===== config.mk =====
export PLATFORM = sky130hd
export DESIGN_NAME = irq_sequencer
export DESIGN_NICKNAME = d
export VERILOG_FILES = /design/src/rtl/irq_sequencer.sv
export SDC_FILE = /design/constraint.sdc
export NUM_CORES = 1
export LEC_CHECK = 0
export CELL_PAD_IN_SITES_DETAIL_PLACEMENT = 0
export CELL_PAD_IN_SITES_GLOBAL_PLACEMENT = 2
export CORE_MARGIN = 3
export CORE_UTILIZATION = 32
export CTS_CLUSTER_SIZE = 24
export DETAILED_ROUTE_END_ITERATION = 12
export PLACE_DENSITY = 0.89
export SETUP_SLACK_MARGIN = 0.05
export SYNTH_ARGS = -nofsm -noshare
export SYNTH_HDL_FRONTEND = slang
export SYNTH_SLANG_ARGS = --single-unit

===== constraint.sdc =====
create_clock -name clk -period 2.3 [get_ports clk]
set_input_delay 0.575 -clock clk [delete_from_list [all_inputs] [get_ports clk]]
set_output_delay 0.575 -clock clk [all_outputs]
set_load 0.005 [all_outputs]

===== src/rtl/irq_sequencer.sv =====
// Post-instruction sequencer: soft reset, NMI, BRK/IRQ entry and RTI return.
// Drives the shared memory bus while busy and returns PC/P/SP with a done pulse.
module irq_sequencer #(
  parameter logic [15:0] NMI_VEC = 16'hFFFA,
  parameter logic [15:0] RST_VEC = 16'hFFFC,
  parameter logic [15:0] IRQ_VEC = 16'hFFFE
) (
  input  logic        clk,
  input  logic        rst,
  output logic [15:0] addr,
  input  logic [7:0]  data_in,
  output logic [7:0]  data_out,
  output logic        write_en,
  input  logic        is_break,
  input  logic [7:0]  ppu_status,
  input  logic        soft_reset,
  input  logic        is_rti,
  input  logic        start,
  output logic        done,
  output logic        busy,
  input  logic [15:0] pc_in,
  input  logic [7:0]  status_in,
  input  logic [7:0]  stack_in,
  output logic [15:0] pc_out,
  output logic [7:0]  status_out,
  output logic [7:0]  stack_out,
  output logic        interrupt_disable,
  input  logic        halt,
  input  logic        nIRQ
);

  typedef enum logic [1:0] {StIdle, StPush, StRead, StDone} state_t;

  state_t      state_q, state_d;
  logic [15:0] pc_w_q, pc_w_d;
  logic [7:0]  st_w_q, st_w_d;
  logic [7:0]  sp_w_q, sp_w_d;
  logic [7:0]  push_p_q, push_p_d;
  logic [15:0] vec_q, vec_d;
  logic        pull_q, pull_d;
  logic [1:0]  step_q, step_d;
  logic [15:0] addr_q, addr_d;
  logic [7:0]  data_out_q, data_out_d;
  logic        we_q, we_d;
  logic        busy_q, busy_d;
  logic        done_q, done_d;
  logic [15:0] pc_out_q, pc_out_d;
  logic [7:0]  status_out_q, status_out_d;
  logic [7:0]  stack_out_q, stack_out_d;
  logic        nmi_pend_q, nmi_pend_d;
  logic        rst_pend_q, rst_pend_d;
  logic        ppu7_q;
  logic        nmi_take, rst_take;
  logic        do_push;
  logic [15:0] push_vec;
  logic [7:0]  push_val;
  logic        unused_ppu;

  assign unused_ppu = ^ppu_status[6:0];

  always_comb begin
    state_d      = state_q;
    pc_w_d       = pc_w_q;
    st_w_d       = st_w_q;
    sp_w_d       = sp_w_q;
    push_p_d     = push_p_q;
    vec_d        = vec_q;
    pull_d       = pull_q;
    step_d       = step_q;
    addr_d       = addr_q;
    data_out_d   = data_out_q;
    we_d         = we_q;
    busy_d       = busy_q;
    done_d       = done_q;
    pc_out_d     = pc_out_q;
    status_out_d = status_out_q;
    stack_out_d  = stack_out_q;
    nmi_take     = 1'b0;
    rst_take     = 1'b0;
    do_push      = 1'b0;
    push_vec     = IRQ_VEC;
    push_val     = 8'h00;

    if (!halt) begin
      done_d = 1'b0;
      unique case (state_q)
        StIdle: begin
          if (start) begin
            busy_d = 1'b1;
            pc_w_d = pc_in;
            st_w_d = status_in;
            sp_w_d = stack_in;
            step_d = 2'd0;
            if (rst_pend_q) begin
              rst_take = 1'b1;
              sp_w_d   = stack_in - 8'd3;
              st_w_d   = status_in | 8'h04;
              vec_d    = RST_VEC;
              addr_d   = RST_VEC;
              pull_d   = 1'b0;
              state_d  = StRead;
            end else if (nmi_pend_q) begin
              nmi_take = 1'b1;
              do_push  = 1'b1;
              push_vec = NMI_VEC;
              push_val = (status_in | 8'h20) & 8'hEF;
            end else if (is_break) begin
              do_push  = 1'b1;
              push_val = status_in | 8'h30;
            end else if (is_rti) begin
              sp_w_d  = stack_in + 8'd1;
              addr_d  = {8'h01, stack_in + 8'd1};
              pull_d  = 1'b1;
              state_d = StRead;
            end else if (!nIRQ && !status_in[2]) begin
              do_push  = 1'b1;
              push_val = (status_in | 8'h20) & 8'hEF;
            end else begin
              state_d = StDone;
            end
          end
        end
        StPush: begin
          sp_w_d = sp_w_q - 8'd1;
          step_d = step_q + 2'd1;
          if (step_q == 2'd0) begin
            addr_d     = {8'h01, sp_w_q - 8'd1};
            data_out_d = pc_w_q[7:0];
          end else if (step_q == 2'd1) begin
            addr_d     = {8'h01, sp_w_q - 8'd1};
            data_out_d = push_p_q;
          end else begin
            we_d    = 1'b0;
            addr_d  = vec_q;
            pull_d  = 1'b0;
            step_d  = 2'd0;
            state_d = StRead;
          end
        end
        StRead: begin
          // Reads are pipelined: read n is captured two steps after it is issued.
          step_d = step_q + 2'd1;
          if (pull_q) begin
            if (step_q < 2'd2) begin
              sp_w_d = sp_w_q + 8'd1;
              addr_d = {8'h01, sp_w_q + 8'd1};
            end
            if (step_q == 2'd1) st_w_d = {data_in[7:6], 2'b00, data_in[3:0]};
            if (step_q == 2'd2) pc_w_d[7:0] = data_in;
            if (step_q == 2'd3) begin
              pc_w_d[15:8] = data_in;
              state_d      = StDone;
            end
          end else begin
            if (step_q == 2'd0) addr_d = vec_q + 16'd1;
            if (step_q == 2'd1) pc_w_d[7:0] = data_in;
            if (step_q == 2'd2) begin
              pc_w_d[15:8] = data_in;
              state_d      = StDone;
            end
          end
        end
        StDone: begin
          pc_out_d     = pc_w_q;
          status_out_d = st_w_q;
          stack_out_d  = sp_w_q;
          done_d       = 1'b1;
          busy_d       = 1'b0;
          we_d         = 1'b0;
          state_d      = StIdle;
        end
        default: state_d = StIdle;
      endcase

      if (do_push) begin
        st_w_d     = status_in | 8'h04;
        push_p_d   = push_val;
        vec_d      = push_vec;
        addr_d     = {8'h01, stack_in};
        data_out_d = pc_in[15:8];
        we_d       = 1'b1;
        state_d    = StPush;
      end
    end

    nmi_pend_d = (ppu_status[7] & ~ppu7_q) | (nmi_pend_q & ~nmi_take);
    rst_pend_d = soft_reset | (rst_pend_q & ~rst_take);
  end

  always_ff @(posedge clk or negedge rst) begin
    if (!rst) begin
      state_q      <= StIdle;
      pc_w_q       <= 16'h0000;
      st_w_q       <= 8'h00;
      sp_w_q       <= 8'hFF;
      push_p_q     <= 8'h00;
      vec_q        <= 16'h0000;
      pull_q       <= 1'b0;
      step_q       <= 2'd0;
      addr_q       <= 16'h0000;
      data_out_q   <= 8'h00;
      we_q         <= 1'b0;
      busy_q       <= 1'b0;
      done_q       <= 1'b0;
      pc_out_q     <= 16'h0000;
      status_out_q <= 8'h00;
      stack_out_q  <= 8'hFF;
      nmi_pend_q   <= 1'b0;
      rst_pend_q   <= 1'b0;
      ppu7_q       <= 1'b0;
    end else begin
      state_q      <= state_d;
      pc_w_q       <= pc_w_d;
      st_w_q       <= st_w_d;
      sp_w_q       <= sp_w_d;
      push_p_q     <= push_p_d;
      vec_q        <= vec_d;
      pull_q       <= pull_d;
      step_q       <= step_d;
      addr_q       <= addr_d;
      data_out_q   <= data_out_d;
      we_q         <= we_d;
      busy_q       <= busy_d;
      done_q       <= done_d;
      pc_out_q     <= pc_out_d;
      status_out_q <= status_out_d;
      stack_out_q  <= stack_out_d;
      nmi_pend_q   <= nmi_pend_d;
      rst_pend_q   <= rst_pend_d;
      ppu7_q       <= ppu_status[7];
    end
  end

  assign addr              = addr_q;
  assign data_out          = data_out_q;
  assign write_en          = we_q;
  assign busy              = busy_q;
  assign done              = done_q;
  assign pc_out            = pc_out_q;
  assign status_out        = status_out_q;
  assign stack_out         = stack_out_q;
  assign interrupt_disable = status_out_q[2];

endmodule


==> impl_results.md, run 1 <==
* WP data arrival at between 2000 and 2500 ps
* Vias in the first global route at 5329
* CTS tree: built
* Cells on worst reg2reg path at 7
* Yosys warnings at 0
* Pwr dens at approximately 1300 nW/um2
* Asr flop ratio synth at 100%
* Routed vias at ~5100
* CTS buffer count at 9
* Cell leakage power at between 3 and 4 nW
* VDD IR-drop max at just under 0.7 mV
* Area contributors post-synth: dfrtp_1 38%, dfstp_2 7.2%, mux2_2 6.9%
* Slowest CP cell: or4b_1
* Post-DP HPWL at approximately 13000 um
* Setup tns final at 0 ps
* Synth cell types at a little under 60
* CTS Root Cell: clkbuf_16
* CP bufs+invs at 1
* All-Layer GR Usage at between 10% and 20%
* Gpl congestion at around 0.86
* Final setup fails at 0
* Max Freq at ~0.46 GHz
* Post-Syn Area per Cell at between 9 and 10 um2
* Total wire length at 17300 um
* Clock Sinks at between 100 and 150
* Mapped cell area at 5870 um2
* Vias per inst at between 5 and 6
* Final net count at 818
* Critical path class: input port to flip-flop
* Max cap viols at 0
* Initial Util at 33.3%
* Fin crit share at roughly 94%
* Rows at 48
* Clk slew on worst S/H paths at ~80 ps
* Post-Layout Inst Area at about 8000 um2
* Slew @ Worst Pin at roughly 410 ps
* Register area share after synthesis at between 40 and 50%
* Max Root-Sink Buffers at 2
* Status: completed
* Final clock skew at about 13 ps
* Tmin final at 2170 ps
* Post-synth EDFFs at 0
* PortBufs at ~110
* Global-route wire length before repair at between 20000 and 30000 um
* WL/cell at approximately 18 um
* Cell taking the most area after synthesis: dfrtp_1
* Final ANT Viol Nets at 0
* Most frequent cells in the layout: 107 x clkdlybuf4s50_1, 88 x dfrtp_1, 74 x buf_4
* RR Endpoint: addr[7]
* CP top delay family: simple AND/OR/NAND/NOR gates
* Syn Inst Count at between 500 and 600
* Pin count of the biggest net entering global routing at 43
* Pre-antenna DRT Iters at 5
* CP endpoint kind: flip-flop
* Crit-path max FO at 5
* Die W at about 140 um
* IO Count at between 100 and 150
* Slew margin rel. at ~73%
* # H-tree levels at 3
* Area share of the largest cell type after synthesis at 37.5%
* Hold Path Class: input port to asynchronous set/reset pin
* Final hold slack at roughly 130 ps
* Most common cell after layout, fill and taps aside: clkdlybuf4s50_1
* Final Hold Viols at 0
* # hold bufs at CTS at 0
* Slowest stage delay, CP at 670 ps
* Initial antenna violation count at 0
* Total grt overflow at 0
* Die H at 141 um
* Ys flop type: dfrtp_1
* Mapped Nets at between 600 and 700
* R2R Path Start: sp_w_q[5]
* FF-to-FF setup slack at 160 ps
* Antenna cell count at 0
* Die ar. at between 15000 and 20000 um2
* Synthesized flop and latch total at about 100
* RSZ-0062 raised after global routing: false
* Pins Over Slew Limit at 0
* Share of cells above drive strength 1 at 22.3%
* Core footprint at 17600 um2
* # DRC at 0
* Setup crit start: is_break
* Levels on crit path at 6
* CP Cell Sequence: clkdlybuf4s50_1, or4b_1, nor3_1, a21oi_1, xor2_1, a221oi_2
* Post-DP Area at about 7600 um2
* Clk_lat worst skew at approximately 370 ps
* Startpoint types: input port
* CP required at between 2000 and 3000 ps
* Area Growth Syn to Fin at 35.6%
* Initial DRC count at 233
## metrics by stage
stage / total power (W) / setup WS (ps) / cells / util [%]
after CTS: 0.0105 / 77.8 / 977 / 45.1
after global placement: 0.00866 / -224 / 961 / 43.2
after floorplan: 0.00638 / 227 / 595 / -
after detailed placement: 0.00881 / -265 / 961 / 43.2
final: 0.0104 / 129 / 977 / 45.2
after global routing: 0.0112 / 55.5 / 977 / 45.2
## where the power goes
group | internal (W) | switching (W)
clock network | 0.000799 | 0.000842
registers | 0.00274 | 0.000577
logic | 0.00283 | 0.00262
## worst register-to-register path, cell delays in order (launching register included)
cell	delay, ps
dfstp_2	410
or4_4	530
buf_4	150
o31ai_1	300
a31oi_1	130
a311oi_1	280
buf_4	160
o31ai_1	60
## worst max path at each step
stage                              to
after floorplan             st_w_q[3]
after global placement      sp_w_q[7]
after detailed placement  data_out[4]
after CTS                 push_p_q[4]
after global routing      data_out[1]
final                       sp_w_q[7]
## Yosys cell counts (7+ instances only)
| cell | n |
|---|---|
| dfrtp_1 | 88 |
| a21oi_1 | 55 |
| nand2_1 | 54 |
| nor2_1 | 48 |
| o21ai_0 | 37 |
| mux2_2 | 36 |
| mux2i_1 | 35 |
| clkbuf_1 | 24 |
| inv_1 | 18 |
| dfstp_2 | 16 |
| ha_1 | 15 |
| nand3_1 | 12 |
| o31ai_1 | 12 |
| xnor2_1 | 10 |
| buf_4 | 7 |
| nand2b_1 | 7 |
| xor2_1 | 7 |
## metal layers
| metal | vias to the layer above | share of wire (%) | track usage (%) |
|---|---|---|---|
| met2 | 152 | 48 | 29.8 |
| met1 | 2444 | 43 | 22.2 |
| met3 | 35 | 5.9 | 4.45 |
| met5 | - | 0 | 0 |
| li1 | 2429 | - | - |
| met4 | 0 | 2.6 | 6.16 |
## cells by family after synthesis
| logic type | after synthesis | share of synthesized area, % |
|---|---|---|
| AO/OA/AOI/OAI | 163 | 17.6 |
| XOR/XNOR | 17 | 2.54 |
| adder cells (fa/ha/maj) | 15 | 3.20 |
| buffers and inverters | 63 | 5.95 |
| flip-flops | 104 | 44.7 |
| multiplexers | 71 | 12.9 |
| AND/OR/NAND/NOR | 162 | 13.1 |
## cell type report
class                           count  area, um2
Multi-Input combinational cell    428       2930
Clock buffer                        9        225
Tap cell                          225        282
Fill cell                        1667       9640
Clock inverter                      7        101
Inverter                           18       67.6
Timing Repair Buffer              186       1730
Sequential cell                   104       2620
## registers in the layout, summed over array words and instances (netlist names)
register,cells
rst_pend_q,1
vec_q,3
stack_out,8
state_q,2
status_out,8
write_en,1
pull_q,1
step_q,2
addr,10
pc_out,16
done,1
sp_w_q,8
pc_w_q,16
push_p_q,8
nmi_pend_q,1
busy,1
st_w_q,8
data_out,8
ppu7_q,1
## repair_timing
item                       CTS  global route
buffers inserted             0             0
setup endpoints to repair    0            12
resized for setup            0             6
Note: power is estimated with default switching activity, not from simulation.
==> run 2, diff against run 1 <==
--- a/config.mk
+++ b/config.mk
@@ -9,3 +9,3 @@
 export CELL_PAD_IN_SITES_GLOBAL_PLACEMENT = 2
-export CORE_MARGIN = 3
+export CORE_MARGIN = 1
 export CORE_UTILIZATION = 32
--- a/constraint.sdc
+++ b/constraint.sdc
@@ -3,2 +3,2 @@
 set_output_delay 0.575 -clock clk [all_outputs]
-set_load 0.005 [all_outputs]
+set_load 0.1 [all_outputs]
==> impl_results.md, run 2 (synthesis results as in run 1) <==
* Clk slew on worst S/H paths at 70 ps (about the same)
* Die W at 137 um (-2.8%)
* # H-tree levels at 3 (unchanged)
* Initial DRC count at 255 (+9.4%)
* Die ar. at 18900 um2 (-5.6%)
* Fin util at 43.7% (-1.5 points)
* Crit-path max FO at 4 (-1)
* CTS resizes at 0 (unchanged)
* CTS buffer count at 9 (unchanged)
* Initial Util at 32.7% (-0.68 points)
* Global-route wire length before repair at 27300 um (-3.2%)
* Gpl congestion at 0.873 (+1.2%)
* Post-Layout Cell Count at 977 (unchanged)
* Critical path class: input port to flip-flop
* Post-DP HPWL at 12900 um (-1.4%)
* Pins Over Slew Limit at 0 (unchanged)
* Final clock skew at 7.19 ps (-5.33 ps)
* Die H at 137 um (-2.8%)
* Final ANT Viol Nets at 0 (unchanged)
* Most common cell after layout, fill and taps aside: buf_4
* PortBufs at 108 (unchanged)
* Pin count of the biggest net entering global routing at 63 (+47%)
* # hold bufs at CTS at 0 (unchanged)
* Post-place setup slack at -279 ps (-13.4 ps)
* Vias in the first global route at 5158 (-3.2%)
* Slew @ Worst Pin at 417 ps (+10.0 ps)
* Antenna cell count at 0 (unchanged)
* IO Count at 116 (unchanged)
* Final WS setup at 87.7 ps (-41.0 ps)
* Pre-antenna DRT Iters at 5 (unchanged)
* CTS Root Cell: clkbuf_16
* Inst Count DP at 961 (unchanged)
* Vias per inst at 5.15 (-0.59%)
* Core footprint at 18000 um2 (+2.1%)
* Final net count at 814 (-0.49%)
* Routed vias at 5030 (-0.59%)
* Tmin final at 2210 ps (+41.0 ps)
* Max Freq at 0.452 GHz (-1.9%)
* CP endpoint kind: flip-flop
* # DRC at 0 (unchanged)
* WL/cell at 17.3 um (-2.5%)
* Fin crit share at 96.2% (+1.8 points)
* RSZ-0062 raised after global routing: false
* Initial antenna violation count at 0 (unchanged)
* Share of cells above drive strength 1 at 29.8% (+7.5 points)
* # Post-CTS Setup Buffers at 0 (unchanged)
* Final setup fails at 0 (unchanged)
* Max cap viols at 0 (unchanged)
* CTS tree: built
* CP required at 2560 ps (-20 ps)
* Max Root-Sink Buffers at 2 (unchanged)
* Most frequent cells in the layout: 122 x buf_4, 88 x dfrtp_1, 54 x nand2_1
* Total grt overflow at 0 (unchanged)
* Clk_lat worst skew at 350 ps (-20 ps)
* Area of the multi-input gates at 2920 um2 (-0.17%)
* Final hold slack at 68.5 ps (-65.6 ps)
* Area Growth Syn to Fin at 33.8%
* Fillers at 1747 (+4.8%)
* Rows at 49 (+2.1%)
* WP data arrival at 2470 ps (+20 ps)
* Hold Path Class: input port to asynchronous set/reset pin
* Final Hold Viols at 0 (unchanged)
* Status: completed
* All-Layer GR Usage at 19.1% (+1.4 points)
* Clock Sinks at 104 (unchanged)
* Seq. cell area at 2620 um2 (unchanged)
* Slew margin rel. at 71.8% (-0.79 points)
* Total wire length at 16900 um (-2.5%)
* Startpoint types: input port
[run 2: cell count changes in the layout (fill, tap and decap cells not counted)]
cell | before | now
clkinv_4 | 0 | 1
clkinv_8 | 4 | 0
clkdlybuf4s50_1 | 107 | 47
buf_4 | 74 | 122
inv_8 | 1 | 3
buf_12 | 5 | 12
nor3_2 | 1 | 0
nor3_1 | 5 | 6
clkinv_2 | 0 | 1
inv_12 | 1 | 0
buf_6 | 0 | 1
bufinv_16 | 0 | 1
[run 2: critical path, stage by stage]
cell and delay (ps):
clkdlybuf4s50_1 500, or4b_1 600, nor3_1 250, a21oi_1 70, xor2_1 200, a221oi_2 270
[run 2: final timing paths]
path	startpoint	to	slack, ps	depth (start not counted)
hold reg to reg	ppu7_q	nmi_pend_q	420	1
setup reg to reg	sp_w_q[2]	addr[7]	160	5
min in group clk	ppu7_q	nmi_pend_q	420	1
setup / recovery	is_rti	sp_w_q[7]	90	6
max in group asynchronous	rst	stack_out[1]	1540	2
hold / removal	rst	addr[7]	70	1
[run 2: final cells by class]
cell class | count | share of cell area, %
multi-input cells | 428 | 37.2
flip-flops and latches | 104 | 33.4
repair buffers | 182 | 20.9
well taps | 229 | 3.65
clock buffers | 9 | 2.87
clock inverters | 7 | 1.10
inverters | 18 | 0.861
[run 2: per-stage QoR]
| stage | instance area [um2] | setup TNS [ps] |
|---|---|---|
| after floorplan | 5870 | 0 |
| after global placement | 7510 | -6100 |
| after detailed placement | 7510 | -7510 |
| after CTS | 7830 | 0 |
| after global routing | 7850 | 0 |
| final | 7850 | 0 |
[run 2: routing by layer]
metal,GRT usage (%),vias up,wire length [um]
met5,0,-,0
met4,4.33,0,257
met3,5.89,15,1000
met2,33.0,120,8500
met1,23.1,2479,7110
li1,-,2416,-
Power of run 2 is not shown: default switching activity piles up to over one toggle a cycle in this logic, so the estimate is an artifact.
==> run 3, diff against run 2 <==
--- a/constraint.sdc
+++ b/constraint.sdc
@@ -3,2 +3,2 @@
 set_output_delay 0.575 -clock clk [all_outputs]
-set_load 0.1 [all_outputs]
+set_load 0.02 [all_outputs]
==> impl_results.md, run 3 (synthesis results as in run 1) <==
* Total wire length at 16800 um (-0.43%)
* Inst Count DP at 965 (+0.42%)
* Pre-antenna DRT Iters at 4 (-1)
* Final net count at 821 (+0.86%)
* Die W at 137 um (unchanged)
* Max cap viols at 0 (unchanged)
* Post-DP Area at 7590 um2 (+1.1%)
* WL/cell at 17.1 um (-1.1%)
* Initial Util at 32.7% (unchanged)
* Area Growth Syn to Fin at 34.9%
* FF-to-FF setup slack at 200 ps (+40 ps)
* Final Hold Viols at 0 (unchanged)
* All-Layer GR Usage at 18.9% (-0.17 points)
* Final clock skew at 5.11 ps (-2.08 ps)
* Core footprint at 18000 um2 (unchanged)
* CTS tree: built
* CP required at 2540 ps (-20 ps)
* Tmin final at 2150 ps (-61.2 ps)
* Pins Over Slew Limit at 0 (unchanged)
* Critical path class: input port to flip-flop
* Hold Path Class: input port to asynchronous set/reset pin
* # H-tree levels at 3 (unchanged)
* Routed vias at 5023 (-0.14%)
* Initial DRC count at 212 (-17%)
* Slew margin rel. at 64.7% (-7.1 points)
* Slowest stage delay, CP at 450 ps (-150 ps)
* Vias in the first global route at 5128 (-0.58%)
* Clk_lat worst skew at 360 ps (about the same)
* Most frequent cells in the layout: 107 x clkdlybuf4s50_1, 87 x dfrtp_1, 78 x buf_4
* Pwr dens at 1370 nW/um2
* Pin count of the biggest net entering global routing at 40 (-37%)
* Fin util at 44.0% (+0.34 points)
* Gpl congestion at 0.881 (+0.94%)
* Slowest CP cell: or3_1
* Post-Layout Cell Count at 984 (+0.72%)
* Global-route wire length before repair at 27100 um (-0.66%)
* Clk slew on worst S/H paths at 70 ps (about the same)
* WP data arrival at 2390 ps (-80 ps)
* CTS buffer count at 9 (unchanged)
* Slew @ Worst Pin at 527 ps (+109 ps)
* Rows at 49 (unchanged)
* Total grt overflow at 0 (unchanged)
* Die ar. at 18900 um2 (unchanged)
* CP bufs+invs at 3 (+2)
* RSZ-0062 raised after global routing: false
* CP endpoint kind: flip-flop
* Post-Layout Inst Area at 7910 um2 (+0.78%)
* Final setup fails at 0 (unchanged)
* Crit-path max FO at 6 (+2)
* Cell leakage power at 3.32 nW
* Antenna cell count at 0 (unchanged)
* Max Freq at 0.465 GHz (+2.8%)
* Final ANT Viol Nets at 0 (unchanged)
* Fin crit share at 93.5% (-2.7 points)
* PortBufs at 108 (unchanged)
* CP Cell Sequence: clkdlybuf4s50_1, or3_1, buf_4, a211o_1, buf_4, mux2_2
* Initial antenna violation count at 0 (unchanged)
* Clock Sinks at 104 (unchanged)
* Vias per inst at 5.10 (-0.85%)
* Status: completed
* IO Count at 116 (unchanged)
* # hold bufs at CTS at 0 (unchanged)
* Critical path's most frequent cell: buf_4
* Startpoint types: input port
* Die H at 137 um (unchanged)
* CP top delay family: buffers and inverters
* VDD IR-drop max at around 0.63 mV
* Max Root-Sink Buffers at 2 (unchanged)
* CTS Root Cell: clkbuf_16
* Post-DP HPWL at 12800 um (-0.85%)
* # DRC at 0 (unchanged)
* Most common cell after layout, fill and taps aside: clkdlybuf4s50_1
* Share of cells above drive strength 1 at 22.4% (-7.4 points)
run 3: cell types whose count changed in the layout (fill, tap and decap cells not counted), sizes merged:
cell / delta
clkdlybuf4s50: +60
clkinv: +1
buf: -53
inv: -2
bufinv: -1
clkinvlp: +1
clkbuf: +1
run 3: routing by layer:
| layer | vias to the layer above | wire [um] | track usage [%] | share of wire (%) |
|---|---|---|---|---|
| li1 | 2444 | - | - | - |
| met1 | 2436 | 7290 | 23.2 | 43 |
| met2 | 127 | 8240 | 32.4 | 49 |
| met3 | 16 | 982 | 5.45 | 5.8 |
| met4 | 0 | 286 | 4.76 | 1.7 |
| met5 | - | 0 | 0 | 0 |
run 3: through the flow:
step,setup WS (ps),power [W],setup TNS (ps),hold WS (ps)
2_1_floorplan,227,0.00696,0,279
3_3_place_gp,-215,0.00919,-5840,414
3_5_place_dp,-264,0.00931,-6770,412
4_1_cts,121,0.0109,0,186
5_1_grt,50.1,0.0116,0,205
6_report,149,0.0109,0,178
run 3: power breakdown:
part | leakage (nW) | internal [W] | switching [W]
sequential | 1.20 | 0.00274 | 0.000571
combinational | 1.99 | 0.00285 | 0.00319
clock | 0.139 | 0.000754 | 0.000751
run 3: final timing paths:
path | endpoint | start | cells after the start
setup / recovery | push_p_q[6] | is_rti | 6
hold reg to reg | nmi_pend_q | ppu7_q | 1
setup reg to reg | addr[7] | sp_w_q[2] | 5
min in group clk | nmi_pend_q | ppu7_q | 1
max in group asynchronous | stack_out[0] | rst | 2
hold / removal | addr[1] | rst | 1
run 3: cell type report:
class                           instances  area [um2]
Sequential cell                       104        2620
Inverter                               18        71.3
Timing Repair Buffer                  189        1740
Clock buffer                           10         229
Clock inverter                          6        51.3
Multi-Input combinational cell        428        2910
Fill cell                            1740       10100
Tap cell                              229         287
run 3: timing repair:
action,in CTS,in global routing
resized for setup,0,5
setup buffers,0,3
setup endpoints to repair,0,15
